==> config.mk <==
export PLATFORM = sky130hd
export DESIGN_NAME = cdc_hs_tx_flat
export DESIGN_NICKNAME = d
export VERILOG_FILES = /design/src/rtl/cdc_pkg.sv /design/src/rtl/cdc_hs_tx_if.sv /design/src/rtl/ack_sync.sv /design/src/rtl/cdc_hs_tx.sv /design/src/flat_wrapper.sv
export SDC_FILE = /design/constraint.sdc
export NUM_CORES = 1
export LEC_CHECK = 0
export CAP_MARGIN = 20
export CORE_ASPECT_RATIO = 1.2
export CORE_MARGIN = 2
export CORE_UTILIZATION = 30
export DETAILED_ROUTE_END_ITERATION = 8
export GPL_TIMING_DRIVEN = 1
export SETUP_SLACK_MARGIN = 0.4
export SYNTH_ARGS = -nofsm -noshare
export SYNTH_HDL_FRONTEND = slang
export SYNTH_HIERARCHICAL = 1
export SYNTH_SLANG_ARGS = --single-unit
==> constraint.sdc <==
create_clock -name clk -period 1.9 [get_ports clk]
set_input_delay 0.19 -clock clk [delete_from_list [all_inputs] [get_ports clk]]
set_output_delay 0.19 -clock clk [all_outputs]
set_load 0.02 [all_outputs]
==> src/rtl/cdc_pkg.sv <==
// Shared types for the four-phase req/ack CDC handshake blocks.
// Pure declarations: no logic, no latency, no flow control.
// Provides the transmitter state encoding and the minimum synchronizer depth.
package cdc_pkg;

    typedef enum logic [1:0] {
        IDLE = 2'd0,
        REQ  = 2'd1,
        DROP = 2'd2
    } cdc_tx_state_e;

    localparam int CDC_MIN_SYNC = 2;

endpackage

==> src/rtl/cdc_hs_tx_if.sv <==
// Bundle for the CDC transmitter: upstream valid/ready word stream plus the req/ack/data crossing.
// master = transmitter side, slave = the surrounding logic (upstream source and destination responder).
// No logic inside; the bundle adds no latency and no flow control of its own.
interface cdc_hs_tx_if #(
    parameter int DATA_W = 32
);
    logic              in_valid;
    logic              in_ready;
    logic [DATA_W-1:0] in_data;
    logic              tx_req;
    logic [DATA_W-1:0] tx_data;
    logic              tx_ack_async;
    logic              busy;
    logic              tx_done;

    modport master (
        input  in_valid, in_data, tx_ack_async,
        output in_ready, tx_req, tx_data, busy, tx_done
    );

    modport slave (
        output in_valid, in_data, tx_ack_async,
        input  in_ready, tx_req, tx_data, busy, tx_done
    );
endinterface

==> src/rtl/ack_sync.sv <==
// Single-bit multi-flop synchronizer for a level crossing into the clk domain.
// Latency STAGES clock edges from d to q; a level signal, so there is no backpressure.
// All stages clear on asynchronous active-low reset.
module ack_sync #(
    parameter int STAGES = 2
) (
    input  logic clk,
    input  logic rst_n,
    input  logic d,
    output logic q
);
    logic [STAGES-1:0] sff;

    always_ff @(posedge clk or negedge rst_n) begin
        if (!rst_n) begin
            sff <= '0;
        end else begin
            sff <= {sff[STAGES-2:0], d};
        end
    end

    assign q = sff[STAGES-1];
endmodule

==> src/rtl/cdc_hs_tx.sv <==
// Source side of a four-phase req/ack crossing; optional one-word skid buffer under CDC_HS_TX_SKID_EN.
// Latency: accept -> tx_req one edge; ack rise -> req fall SYNC_STAGES+1 edges; tx_done one cycle after ack_s seen low.
// Backpressure: in_ready low while a handshake (or leftover ack) is in flight, or once the skid word is held.
module cdc_hs_tx
    import cdc_pkg::*;
#(
    parameter int DATA_W      = 32,
    parameter int SYNC_STAGES = 2
) (
    input  logic         clk,
    input  logic         rst_n,
    cdc_hs_tx_if.master  bus
);
    generate
        if (SYNC_STAGES < CDC_MIN_SYNC) begin : g_bad_sync
            $error("cdc_hs_tx: SYNC_STAGES must be >= CDC_MIN_SYNC");
        end
    endgenerate

    cdc_tx_state_e     state;
    logic              ack_s;
    logic              in_ready;
    logic              accept;
    logic              tx_req;
    logic              tx_done;
    logic [DATA_W-1:0] tx_data;

    ack_sync #(.STAGES(SYNC_STAGES)) u_ack_sync (
        .clk   (clk),
        .rst_n (rst_n),
        .d     (bus.tx_ack_async),
        .q     (ack_s)
    );

`ifdef CDC_HS_TX_SKID_EN
    logic [DATA_W-1:0] buf_data;
    logic              buf_valid;

    assign in_ready = (state == IDLE) ? !ack_s : !buf_valid;
`else
    assign in_ready = (state == IDLE) && !ack_s;
`endif

    assign accept = bus.in_valid && in_ready;

    always_ff @(posedge clk or negedge rst_n) begin
        if (!rst_n) begin
            state   <= IDLE;
            tx_req  <= 1'b0;
            tx_data <= '0;
            tx_done <= 1'b0;
`ifdef CDC_HS_TX_SKID_EN
            buf_data  <= '0;
            buf_valid <= 1'b0;
`endif
        end else begin
            tx_done <= 1'b0;
`ifdef CDC_HS_TX_SKID_EN
            // Words taken while busy park in the skid register until DROP exits.
            if (state != IDLE && accept) begin
                buf_data  <= bus.in_data;
                buf_valid <= 1'b1;
            end
`endif
            case (state)
                IDLE: begin
                    if (accept) begin
                        tx_data <= bus.in_data;
                        tx_req  <= 1'b1;
                        state   <= REQ;
                    end
                end
                REQ: begin
                    if (ack_s) begin
                        tx_req <= 1'b0;
                        state  <= DROP;
                    end
                end
                DROP: begin
                    if (!ack_s) begin
                        tx_done <= 1'b1;
`ifdef CDC_HS_TX_SKID_EN
                        // Chain straight into the next request; ack is already low here.
                        if (buf_valid) begin
                            tx_data   <= buf_data;
                            buf_valid <= 1'b0;
                            tx_req    <= 1'b1;
                            state     <= REQ;
                        end else if (accept) begin
                            tx_data   <= bus.in_data;
                            buf_valid <= 1'b0;
                            tx_req    <= 1'b1;
                            state     <= REQ;
                        end else begin
                            state <= IDLE;
                        end
`else
                        state <= IDLE;
`endif
                    end
                end
                default: begin
                    tx_req <= 1'b0;
                    state  <= IDLE;
                end
            endcase
        end
    end

    assign bus.in_ready = in_ready;
    assign bus.tx_req   = tx_req;
    assign bus.tx_data  = tx_data;
    assign bus.tx_done  = tx_done;
    assign bus.busy     = (state != IDLE);
endmodule
==> src/flat_wrapper.sv <==
// flat-port wrapper written by rule: the top's interface ports become plain ports
module cdc_hs_tx_flat import cdc_pkg::*;
#(
    parameter int DATA_W      = 32,
    parameter int SYNC_STAGES = 2
)
  (clk, rst_n, bus_in_valid, bus_in_data, bus_tx_ack_async, bus_in_ready, bus_tx_req, bus_tx_data, bus_busy, bus_tx_done);
  cdc_hs_tx_if #(.DATA_W(DATA_W)) bus_i ();
  input  logic clk;
  input  logic rst_n;
  input wire logic [$bits(bus_i.in_valid)-1:0] bus_in_valid;
  input wire logic [$bits(bus_i.in_data)-1:0] bus_in_data;
  input wire logic [$bits(bus_i.tx_ack_async)-1:0] bus_tx_ack_async;
  output wire logic [$bits(bus_i.in_ready)-1:0] bus_in_ready;
  output wire logic [$bits(bus_i.tx_req)-1:0] bus_tx_req;
  output wire logic [$bits(bus_i.tx_data)-1:0] bus_tx_data;
  output wire logic [$bits(bus_i.busy)-1:0] bus_busy;
  output wire logic [$bits(bus_i.tx_done)-1:0] bus_tx_done;
  assign bus_i.in_valid = bus_in_valid;
  assign bus_i.in_data = bus_in_data;
  assign bus_i.tx_ack_async = bus_tx_ack_async;
  assign bus_in_ready = bus_i.in_ready;
  assign bus_tx_req = bus_i.tx_req;
  assign bus_tx_data = bus_i.tx_data;
  assign bus_busy = bus_i.busy;
  assign bus_tx_done = bus_i.tx_done;
  cdc_hs_tx #(.DATA_W(DATA_W), .SYNC_STAGES(SYNC_STAGES)) u_core (.clk(clk), .rst_n(rst_n), .bus(bus_i));
endmodule
== After elaboration in Yosys (flattened, before gate mapping) ==
Cells that the tools add are included.

* Bits of input ports: 36
* Output and inout port bits: 36
* Word-level logic and storage cells: 28
* Flip-flop bits (word level): 38

* Equal/unequal tests: 5
* Reductions and logical operators: 8
* Bitwise gates (word level): 1
* Multiplexer cells: 9

{| class="wikitable"
|+ Operator list
! cell !! count
|-
| $mux W2 || 3
|-
| $pmux W2 S3 || 1
|-
| $reduce_and A3 Y1 || 2
|-
| $mux W1 || 4
|-
| $ne A2 B2 Y1 const B || 2
|-
| $pmux W1 S3 || 1
|-
| $eq A2 B1 Y1 const B || 1
|-
| $eq A2 B2 Y1 const B || 1
|-
| $logic_and A1 B1 Y1 || 2
|-
| $logic_not A2 Y1 || 1
|-
| $ne A2 B1 Y1 const B || 1
|-
| $reduce_and A2 Y1 || 1
|-
| $reduce_bool A2 Y1 || 1
|-
| $logic_not A1 Y1 || 1
|-
| $not A1 Y1 || 1
|}

== Depth between registers and ports, before layout ==
Gate-level depths: netlist of run 1.

* Depth after elaboration: 5
* Mapped depth: 5
* Gate-level depth less buffers: 3

== Modules after synthesis ==
Netlist of run 1, hierarchy kept.

{| class="wikitable"
|+ Modules (own cells, without submodules)
! module !! times used !! cells each !! area each (µm²)
|-
| cdc_hs_tx || 1 || 84 || 1522.7
|-
| ack_sync || 1 || 2 || 50.0
|}

== Least setup slack after synthesis of run 1 ==
OpenSTA, ideal clock, no wires.

* Path type: reg-to-reg
* Start: register u_core.state[1]
* End: register u_core.tx_data[0] (netlist: u_core/bus.tx_data[0])
* Slack: 0.208 ns
* Clock period less this slack: 1.692 ns
* Stages on the path, launching flop included: 6
* Setup time: 0.125 ns
* Path buffers: 2
* Arrival: 1.567 ns
* Data required time: 1.775 ns
* Cell sequence: dfrtp_1 > nor3_2 > and2_4 > buf_6 > buf_12 > mux2_4

* Longest elaborated chain between the ends: 4

{| class="wikitable"
|+ Ends and longest elaborated chain
! item !! RTL line !! text
|-
| start, declared || cdc_hs_tx.sv:20 || <nowiki>cdc_tx_state_e state;</nowiki>
|-
| start signal, assigned || cdc_hs_tx.sv:48 || <nowiki>state <= IDLE;</nowiki>
|-
| start signal, assigned || cdc_hs_tx.sv:70 || <nowiki>state <= REQ;</nowiki>
|-
| start signal, assigned || cdc_hs_tx.sv:76 || <nowiki>state <= DROP;</nowiki>
|-
| $logic_not A2 Y1 || cdc_hs_tx.sv:41 || <nowiki>assign in_ready = (state == IDLE) && !ack_s;</nowiki>
|-
| $logic_and A1 B1 Y1 || cdc_hs_tx.sv:41 ||
|-
| named net bus_in_ready || flat_wrapper.sv:14 || <nowiki>output wire logic [$bits(bus_i.in_ready)-1:0] bus_in_ready;</nowiki>
|-
| $logic_and A1 B1 Y1 || cdc_hs_tx.sv:44 || <nowiki>assign accept = bus.in_valid && in_ready;</nowiki>
|-
| $reduce_and A2 Y1 (no line) || - ||
|-
| end signal, assigned || cdc_hs_tx.sv:68 || <nowiki>tx_data <= bus.in_data;</nowiki>
|-
| end, declared || cdc_hs_tx.sv:26 || <nowiki>logic [DATA_W-1:0] tx_data;</nowiki>
|}

The timed path passes the listed nets, and every way through them passes these cells.
A chain may end at the register's enable or synchronous reset.

== Final worst setup path of run 1 ==
* Start: register u_core.u_ack_sync.sff[1]
* End: register u_core.tx_data[26] (netlist: u_core/bus.tx_data[26])

* Longest elaborated chain between the ends: 4

{| class="wikitable"
|+ Ends and longest elaborated chain
! item !! RTL line !! text
|-
| start, declared || ack_sync.sv:12 || <nowiki>logic [STAGES-1:0] sff;</nowiki>
|-
| start signal, assigned || ack_sync.sv:18 || <nowiki>sff <= {sff[STAGES-2:0], d};</nowiki>
|-
| $logic_not A1 Y1 || cdc_hs_tx.sv:41 ||
|-
| $logic_and A1 B1 Y1 || cdc_hs_tx.sv:41 ||
|-
| $logic_and A1 B1 Y1 || cdc_hs_tx.sv:44 ||
|-
| $reduce_and A2 Y1 (no line) || - ||
|}

No other way between the ends.

==> flow_summary_export.csv, run 1 <==
group,metric,value,unit
outcome,status,"completed",
routing,wl_met2,1690,microns
pwr,switching_share,29.8,%
finish,num_antenna_cells,0,
pwr,clkPwrFrac,22.3,%
finish,regArea,955,sq um
pwr,internal_power,2.11,mW
clocking,cts_buffer_depth,2,
setup_path,crit_fanout,14,
clocking,cts_tree,"built",
routing,dr.pass1.iters,4,
setup_path,reg2reg_slack,0.43,ns
timing,fmax,0.681,GHz
setup_path,crit_path_top_delay_cell,"dfrtp_2",
synthesis,syn_inst,86,
pwr,vdd_drop_max,0.000626,V
global_routing,antenna_found_initial,0,
global_routing,grt_use_total,11.8,%
placement,placed_cells,216,
finish,layout-drive-gt1-share,31.7,%
routing,vias,972,
synthesis,ys_seq_elements,38,
routing,vias_per_cell,4.28,
setup_path,endpoint,"u_core/bus.tx_data[26]$_DFFE_PN0P_",
min_path,hold_class,"in -> reg",
finish,final_common_cell,"clkdlybuf4s50_1",
routing,ant_nets,0,
global_routing,grt_max_degree,23,
setup_path,crit_path_start,"u_core/u_ack_sync/sff[1]$_DFF_PN0_",
global_routing,overflow,0,
setup_path,critPathKind,"reg -> reg",
finish,final_cells,227,
routing,wl_met1,1410,microns
timing,setup-violations-final,0,
global_routing,grt_pass1_wl,5380,microns
pwr,power_frac_comb,39.3,%
routing,finalWirelength,3340,microns
routing,drc_errors,0,
routing,wl_per_cell,14.7,microns
floorplanning,initial_core_util,31.4,%
routing,drt_first_iter_violations,27,
timing,final_max_slew_viol_count,0,
clocking,cts-root-buf,"clkbuf_8",
synthesis,syn_area,0.00157,sq mm
timing,slew_headroom,72.8,%
clocking,h-tree-depth,2,
setup_path,r2r_cells,4,
timing,fin_crit,1.47,ns
finish,multiInputGateArea,549,sq um
floorplanning,core,0.00501,sq mm
setup_path,cp.required,2.07,ns
pwr,p_per_area,1210,mW/mm^2
setup_path,cp-start-kind,"flip-flop",
floorplanning,die_h,83.3,microns
pwr,p_leak,1.14,nW
setup_path,arrival,1.64,ns
finish,fill_cells,427,
synthesis,synth_nets,122,
clocking,clkTransAtPathRegs,0.08,ns
synthesis,synth_warnings,6,
timing,finalWorstSetupSlack,0.431,ns
routing,dr_wl_met3,219,microns
synthesis,yosysTopAreaCell,"dfrtp_1",
timing,rsz0062_at_grt,"yes",
timing,fin_crit_sh,77.3,%
synthesis,synth_top_area_share,60.5,%
clocking,cts_buffers,5,
placement,portBuffers,71,
timing,clock_skew,0.00325,ns
synthesis,synth.area.top_cells,"dfrtp_1, mux2_4, buf_12, mux2_2, buf_6",
floorplanning,die_area,0.00584,sq mm
synthesis,ys_types,16,
timing,hold_viol,0,
setup_path,slowest_delay,0.44,ns
floorplanning,die_x,70.1,microns
placement,place_ws,0.299,ns
global_routing,grt_pass1_vias,1085,
placement,hpwl,2400,microns
clocking,clk-insertion-delay-late,0.28,ns
floorplanning,num_rows,28,
pwr,pwr-share-seq,38.4,%
setup_path,rr_startpoint,"u_core/u_ack_sync/sff[1]$_DFF_PN0_",
synthesis,synth.avg_cell_area,18.3,sq um
finish,layout_common_cells,"clkdlybuf4s50_1, dfrtp_1, mux2_4, dlymetal6s2s_1, clkbuf_8",
setup_path,end_kind,"flip-flop",
setup_path,rr_endpoint,"u_core/bus.tx_data[26]$_DFFE_PN0P_",
floorplanning,boundaryPins,72,
placement,place.gp.congestion,0.720,
synthesis,synth_seq_area_share,60.5,%
setup_path,path_cells,"nor3_4 > and2_4 > buf_6 > mux2_4",
clocking,cts_sinks,38,
timing,final.setup.tns,0,ns
pwr,p_switching,0.893,mW
routing,routed.top_layer,"met4",
timing,tightest_slew,0.408,ns
job,cap_violations,0,
finish,syn_to_final_growth,58.2,%
finish,nNetsFinal,202,
==> repair_timing <==
action	in CTS	in global routing
setup endpoints to repair	16	23
gates resized for setup	3	11
buffers inserted	0	2
hold buffers	1	0
endpoints found under the hold margin	16	0
==> cell families after synthesis <==
| logic type | synth area share, % |
|---|---|
| AO/OA/AOI/OAI | 0.875 |
| XOR/XNOR | 0.557 |
| buffers and inverters | 5.01 |
| flip-flops | 60.5 |
| multiplexers | 30.1 |
| AND/OR/NAND/NOR | 3.02 |
==> per-layer routing <==
| metal | up-vias | track usage [%] |
|---|---|---|
| met5 | - | 0 |
| met4 | 0 | 4.20 |
| met3 | 2 | 4.37 |
| met2 | 45 | 19.5 |
| met1 | 474 | 14.1 |
| li1 | 451 | - |
==> worst max-delay path, delay by kind of cell, from the launching register on <==
kind / cells / cell delay (ns)
flops: 1 / 0.44
simple gates: 2 / 0.39
mux: 1 / 0.32
buf+inv: 1 / 0.21
==> state kept, by name, indices dropped and copies added (netlist names) <==
name,cells
u_core/bus.tx_data,32
u_core/u_ack_sync/sff,2
u_core/state,2
u_core/bus.tx_req,1
u_core/bus.tx_done,1
==> stage by stage <==
step	hold slack (ns)	total power [mW]	utilization [%]	area [sq um]
after global routing	0.341	3.15	49.7	2490
after detailed placement	0.148	2.36	46.7	2340
after floorplan	-0.106	1.79	-	1580
final	0.343	3.00	49.7	2490
after CTS	0.333	3.05	49.1	2460
after global placement	0.139	2.34	46.7	2340
==> how the worst min path moves through the flow <==
stage	from	end	cells after the start
6_report	bus_tx_ack_async	u_core/u_ack_sync/sff[0]$_DFF_PN0_	1
2_1_floorplan	rst_n	u_core/bus.tx_data[0]$_DFFE_PN0P_	0
5_1_grt	bus_tx_ack_async	u_core/u_ack_sync/sff[0]$_DFF_PN0_	1
4_1_cts	bus_tx_ack_async	u_core/u_ack_sync/sff[0]$_DFF_PN0_	1
3_5_place_dp	rst_n	u_core/bus.tx_data[14]$_DFFE_PN0P_	1
3_3_place_gp	rst_n	u_core/bus.tx_data[14]$_DFFE_PN0P_	1
==> synth_stat cells <==
| library cell | count |
|---|---|
| or2_2 | 1 |
| and2_1 | 1 |
| inv_1 | 2 |
| nor2_1 | 1 |
| a21oi_1 | 1 |
| xor2_1 | 1 |
| mux2_2 | 2 |
| buf_12 | 3 |
| dfrtp_1 | 38 |
| buf_6 | 1 |
| nor3_2 | 1 |
| nor3_1 | 1 |
| o32ai_1 | 1 |
| and2_4 | 1 |
| mux2_4 | 30 |
| nor3b_1 | 1 |
==> final cells by class <==
cell class | instances | share of cell area, %
inverter | 2 | 0.302
sequential | 38 | 38.4
multi-input combinational | 42 | 22.1
clock inverter | 3 | 1.61
timing repair buffer | 77 | 31.8
tap | 60 | 3.02
clock buffer | 5 | 2.77
==> power by group through the flow <==
stage          combinational, mW  sequential (mW)  clock (mW)
2_1_floorplan              0.374             1.41           0
3_3_place_gp                1.17             1.16           0
3_5_place_dp                1.19             1.17           0
4_1_cts                     1.19             1.16       0.695
5_1_grt                     1.23             1.18       0.738
6_report                    1.18             1.15       0.669
Power figures use the tool's default switching activity.
==> inputs of run 2 (changes only) <==
==> constraint.sdc (replaced) <==
create_clock -name clk -period 1.5 [get_ports clk]
set_input_delay 0.15 -clock clk [delete_from_list [all_inputs] [get_ports clk]]
set_output_delay 0.15 -clock clk [all_outputs]
set_load 0.02 [all_outputs]
==> flow_summary_export.csv, run 2 (synthesized netlist as in run 1, its figures left out) <==
group,metric,value,unit
pwr,clkPwrFrac,19.5,%
floorplanning,num_rows,28,
placement,place_area,0.00237,sq mm
clocking,cts_tree,"built",
routing,dr.pass1.iters,2,
floorplanning,core,0.00501,sq mm
clocking,cts_buffers,5,
global_routing,antenna_found_initial,0,
setup_path,arrival,1.60,ns
finish,layout_common_cells,"dfrtp_1, clkdlybuf4s50_1, buf_2, mux2_4, buf_4",
outcome,status,"completed",
routing,vias_per_cell,4.32,
floorplanning,die_area,0.00584,sq mm
timing,clock_skew,0.00522,ns
pwr,p_leak,1.10,nW
timing,fmax,0.697,GHz
setup_path,cp.required,1.66,ns
setup_path,end_kind,"flip-flop",
finish,nNetsFinal,207,
finish,largest-register,"u_core/bus.tx_data",
global_routing,grt_pass1_vias,1112,
timing,rsz0062_at_grt,"yes",
global_routing,use_met1,15.7,%
clocking,clk-insertion-delay-late,0.28,ns
global_routing,grt_pass1_wl,5830,microns
finish,layout-drive-gt1-share,51.2,%
global_routing,overflow,0,
timing,holdWs,0.298,ns
timing,tightest_slew,0.349,ns
finish,largestRegisters,"u_core/bus.tx_data (32), u_core/state (2), u_core/u_ack_sync/sff (2)",
routing,wl_per_cell,14.6,microns
pwr,total_power,3.40,mW
routing,drc_errors,0,
timing,hold_viol,0,
pwr,power_frac_comb,38.1,%
clocking,cts_sinks,38,
min_path,hold_class,"in -> async",
placement,hpwl,2410,microns
timing,fin_crit_sh,95.6,%
global_routing,top_usage_layer,"met2",
pwr,pwr-share-seq,42.4,%
finish,syn_to_final_growth,47.6,%
placement,place.gp.congestion,0.736,
timing,setup-violations-final,0,
routing,ant_nets,0,
clocking,cts-root-buf,"clkbuf_8",
floorplanning,initial_core_util,31.4,%
clocking,h-tree-depth,2,
global_routing,use_met3,4.49,%
floorplanning,boundaryPins,72,
finish,final_common_cell,"dfrtp_1",
job,cap_violations,0,
setup_path,crit_fanout,16,
timing,fin_crit,1.43,ns
pwr,p_switching,1.10,mW
floorplanning,die_h,83.3,microns
setup_path,critPathKind,"reg -> reg",
pwr,p_per_area,1460,mW/mm^2
global_routing,grt_use_total,12.7,%
pwr,vdd_drop_max,0.000678,V
clocking,clkTransAtPathRegs,0.07,ns
setup_path,cp-start-kind,"flip-flop",
timing,final_max_slew_viol_count,0,
global_routing,grt_max_degree,24,
pwr,switching_share,32.4,%
finish,postLayoutCellArea,0.00232,sq mm
finish,largest_register_ffs,32,
timing,slew_headroom,76.7,%
clocking,cts_buffer_depth,2,
finish,num_antenna_cells,0,
placement,portBuffers,71,
pwr,internal_power,2.30,mW
global_routing,grt_use_met2,20.5,%
routing,finalWirelength,3380,microns
routing,drt_first_iter_violations,22,
routing,vias,1002,
floorplanning,die_x,70.1,microns
-- run 2: cell types whose count changed in the layout (fill, tap and decap cells not counted), moves of 3 or more --
cell | previous run | this run
dlymetal6s2s_1 | 6 | 0
buf_2 | 1 | 32
clkdlybuf4s50_1 | 62 | 34
buf_4 | 2 | 9
clkbuf_1 | 0 | 3
-- run 2: final cells by class --
type / count / area (sq um)
Fill cell: 475 / 2690
Sequential cell: 38 / 952
Timing Repair Buffer: 82 / 657
Multi-Input combinational cell: 42 / 549
Clock buffer: 8 / 80.1
Tap cell: 60 / 75.1
Inverter: 2 / 7.51
-- run 2: repair_timing --
item,CTS,global route
gates resized for setup,112,32
buffers inserted,2,1
endpoints found under the hold margin,15,0
hold buffers,1,0
endpoints found under the setup margin,68,64
-- run 2: metrics by stage --
stage	std cells	util [%]	setup TNS [ns]	setup WS [ns]
floorplan	86	-	-2.75	-0.0915
global placement	220	47.3	0	0.0601
detailed placement	220	47.3	0	0.0362
CTS	231	50.0	0	0.0519
global route	232	46.3	0	0.00114
finish	232	46.3	0	0.0659
-- run 2: per-layer routing --
metal | share of wire, % | vias up
li1 | - | 466
met1 | 42 | 489
met2 | 50 | 42
met3 | 6.4 | 5
met4 | 1.3 | 0
met5 | 0 | -
-- run 2: power by group through the flow --
stage / clock, mW / combinational [mW] / sequential, mW
after floorplan: 0 / 0.474 / 1.79
after global placement: 0 / 1.52 / 1.47
after detailed placement: 0 / 1.53 / 1.47
after CTS: 0.699 / 1.46 / 1.46
after global routing: 0.758 / 1.37 / 1.48
final: 0.661 / 1.29 / 1.44
-- run 2: critical path: stages (launching register included) --
cell,delay [ns]
dfrtp_1,0.41
nor3_4,0.20
and2_4,0.21
buf_12,0.18
mux2_4,0.31
-- run 2: worst paths after layout --
path                                                     from  slack (ns)  cells past startpoint                                 end
hold reg to reg            u_core/u_ack_sync/sff[0]$_DFF_PN0_        0.35                      0  u_core/u_ack_sync/sff[1]$_DFF_PN0_
setup / recovery           u_core/u_ack_sync/sff[1]$_DFF_PN0_        0.07                      4  u_core/bus.tx_data[10]$_DFFE_PN0P_
hold / removal                                          rst_n        0.30                      2  u_core/bus.tx_data[15]$_DFFE_PN0P_
max in group asynchronous                               rst_n        0.58                      3   u_core/bus.tx_data[6]$_DFFE_PN0P_
setup reg to reg           u_core/u_ack_sync/sff[1]$_DFF_PN0_        0.07                      4  u_core/bus.tx_data[10]$_DFFE_PN0P_
min in group clk                             bus_tx_ack_async        0.30                      1  u_core/u_ack_sync/sff[0]$_DFF_PN0_
==> inputs of run 3 (changes only) <==
--- a/config.mk
+++ b/config.mk
@@ -8,9 +8,10 @@
 export CAP_MARGIN = 20
 export CORE_ASPECT_RATIO = 1.2
 export CORE_MARGIN = 2
-export CORE_UTILIZATION = 30
+export CORE_UTILIZATION = 40
 export DETAILED_ROUTE_END_ITERATION = 8
 export GPL_TIMING_DRIVEN = 1
+export PLACE_DENSITY = 0.78
 export SETUP_SLACK_MARGIN = 0.4
 export SYNTH_ARGS = -nofsm -noshare
 export SYNTH_HDL_FRONTEND = slang
==> flow_summary_export.csv, run 3 (synthesized netlist as in run 1, its figures left out) <==
group,metric,value,unit
outcome,status,"completed",
setup_path,rr_startpoint,"u_core/u_ack_sync/sff[1]$_DFF_PN0_",
job,cap_violations,0,
global_routing,grt_pass1_wl,5460,microns
finish,syn_to_final_growth,51.6,%
routing,dr.pass1.iters,4,
clocking,cts_sinks,38,
clocking,h-tree-depth,2,
clocking,clkTransAtPathRegs,0.08,ns
placement,place_area,0.00236,sq mm
clocking,clk-insertion-delay-late,0.29,ns
floorplanning,boundaryPins,72,
finish,largestRegisters,"u_core/bus.tx_data (32), u_core/state (2), u_core/u_ack_sync/sff (2)",
setup_path,crit_cells,4,
routing,drc_errors,0,
setup_path,crit_path_top_delay_cell,"dfrtp_1",
timing,final_max_slew_viol_count,0,
clocking,cts_buffer_depth,2,
finish,num_antenna_cells,0,
global_routing,antenna_found_initial,0,
setup_path,critPathBufInv,1,
setup_path,crit_path_start,"u_core/u_ack_sync/sff[1]$_DFF_PN0_",
finish,multiInputGateArea,557,sq um
finish,nNetsFinal,209,
timing,final.setup.tns,0,ns
timing,fin_crit_sh,97.2,%
finish,fill_cells,288,
setup_path,cp.required,1.68,ns
routing,vias,1068,
setup_path,critPathKind,"reg -> reg",
global_routing,grt_pass1_vias,1127,
setup_path,critPathTopFamily,"simple AND/OR/NAND/NOR gates",
pwr,total_power,3.63,mW
finish,largest-register,"u_core/bus.tx_data",
placement,hpwl,2560,microns
floorplanning,die_h,72.7,microns
routing,finalWirelength,3520,microns
pwr,p_per_area,1520,mW/mm^2
clocking,cts_buffers,5,
timing,rsz0062_at_grt,"yes",
setup_path,crit_fanout,16,
setup_path,cp-start-kind,"flip-flop",
finish,layout-drive-gt1-share,54.0,%
timing,clock_skew,0.00680,ns
finish,postLayoutCellArea,0.00238,sq mm
routing,vias_per_cell,4.73,
placement,placed_cells,213,
floorplanning,die_area,0.00445,sq mm
timing,setup-violations-final,0,
setup_path,end_kind,"flip-flop",
placement,place.gp.congestion,0.725,
setup_path,endpoint,"u_core/bus.tx_data[10]$_DFFE_PN0P_",
routing,drt_first_iter_violations,29,
setup_path,rr_endpoint,"u_core/bus.tx_data[10]$_DFFE_PN0P_",
min_path,hold_class,"in -> reg",
finish,largest_register_ffs,32,
global_routing,grt_use_total,17.2,%
placement,portBuffers,71,
finish,final_common_cell,"dfrtp_1",
timing,slew_headroom,68.9,%
placement,place_ws,0.0444,ns
global_routing,grt_max_degree,39,
clocking,cts_tree,"built",
pwr,p_leak,1.14,nW
finish,final_cells,226,
finish,layout_common_cells,"dfrtp_1, clkdlybuf4s50_1, buf_2, mux2_4, buf_4",
finish,final_util,64.5,%
floorplanning,core,0.00369,sq mm
setup_path,path_cells,"nor3_4 > and2_4 > buf_12 > mux2_4",
setup_path,arrival,1.63,ns
routing,wl_per_cell,15.6,microns
setup_path,reg2reg_slack,0.04,ns
floorplanning,num_rows,24,
timing,finalWorstSetupSlack,0.0423,ns
setup_path,slowest_delay,0.42,ns
timing,tightest_slew,0.467,ns
routing,ant_nets,0,
clocking,cts-root-buf,"clkbuf_8",
floorplanning,die_x,61.2,microns
timing,fin_crit,1.46,ns
finish,regArea,952,sq um
global_routing,overflow,0,
pwr,vdd_drop_max,0.000803,V
setup_path,r2r_cells,4,
timing,fmax,0.686,GHz
timing,holdWs,0.296,ns
timing,hold_viol,0,
floorplanning,initial_core_util,42.6,%
[run 3: worst min path at each step]
stage | startpoint | slack (ns) | cells after the start | end
floorplan | rst_n | -0.15 | 0 | u_core/bus.tx_data[0]$_DFFE_PN0P_
global placement | rst_n | 0.21 | 2 | u_core/bus.tx_req$_DFFE_PN0P_
detailed placement | rst_n | 0.22 | 2 | u_core/bus.tx_req$_DFFE_PN0P_
CTS | bus_tx_ack_async | 0.29 | 1 | u_core/u_ack_sync/sff[0]$_DFF_PN0_
global route | bus_tx_ack_async | 0.28 | 1 | u_core/u_ack_sync/sff[0]$_DFF_PN0_
finish | bus_tx_ack_async | 0.30 | 1 | u_core/u_ack_sync/sff[0]$_DFF_PN0_
[run 3: cell type report]
type	count	area share [%]
inverters	2	0.315
repair buffers	84	29.1
multi-input cells	42	23.4
clock inverters	3	1.68
well taps	52	2.73
flip-flops and latches	38	39.9
clock buffers	5	2.89
[run 3: per-layer routing]
metal | wire length, microns | up-vias | share of wire [%] | global-route usage, %
met5 | 0 | - | 0 | 0
li1 | - | 469 | - | -
met4 | 51 | 0 | 1.4 | 5.80
met2 | 1830 | 59 | 52 | 28.4
met1 | 1340 | 536 | 38 | 20.0
met3 | 302 | 4 | 8.6 | 6.74
[run 3: what timing repair did]
| action | 4_1_cts | 5_1_grt |
|---|---|---|
| buffers inserted | 1 | 3 |
| setup endpoints to repair | 68 | 61 |
| hold buffers | 1 | 0 |
| resized for setup | 116 | 35 |
| pin swaps | 1 | 2 |
| endpoints found under the hold margin | 38 | 0 |
[run 3: power breakdown]
part / internal, mW / switching (mW) / total [mW]
Sequential: 1.29 / 0.161 / 1.46
Combinational: 0.696 / 0.638 / 1.33
Clock: 0.489 / 0.353 / 0.842
Total: 2.48 / 1.15 / 3.63
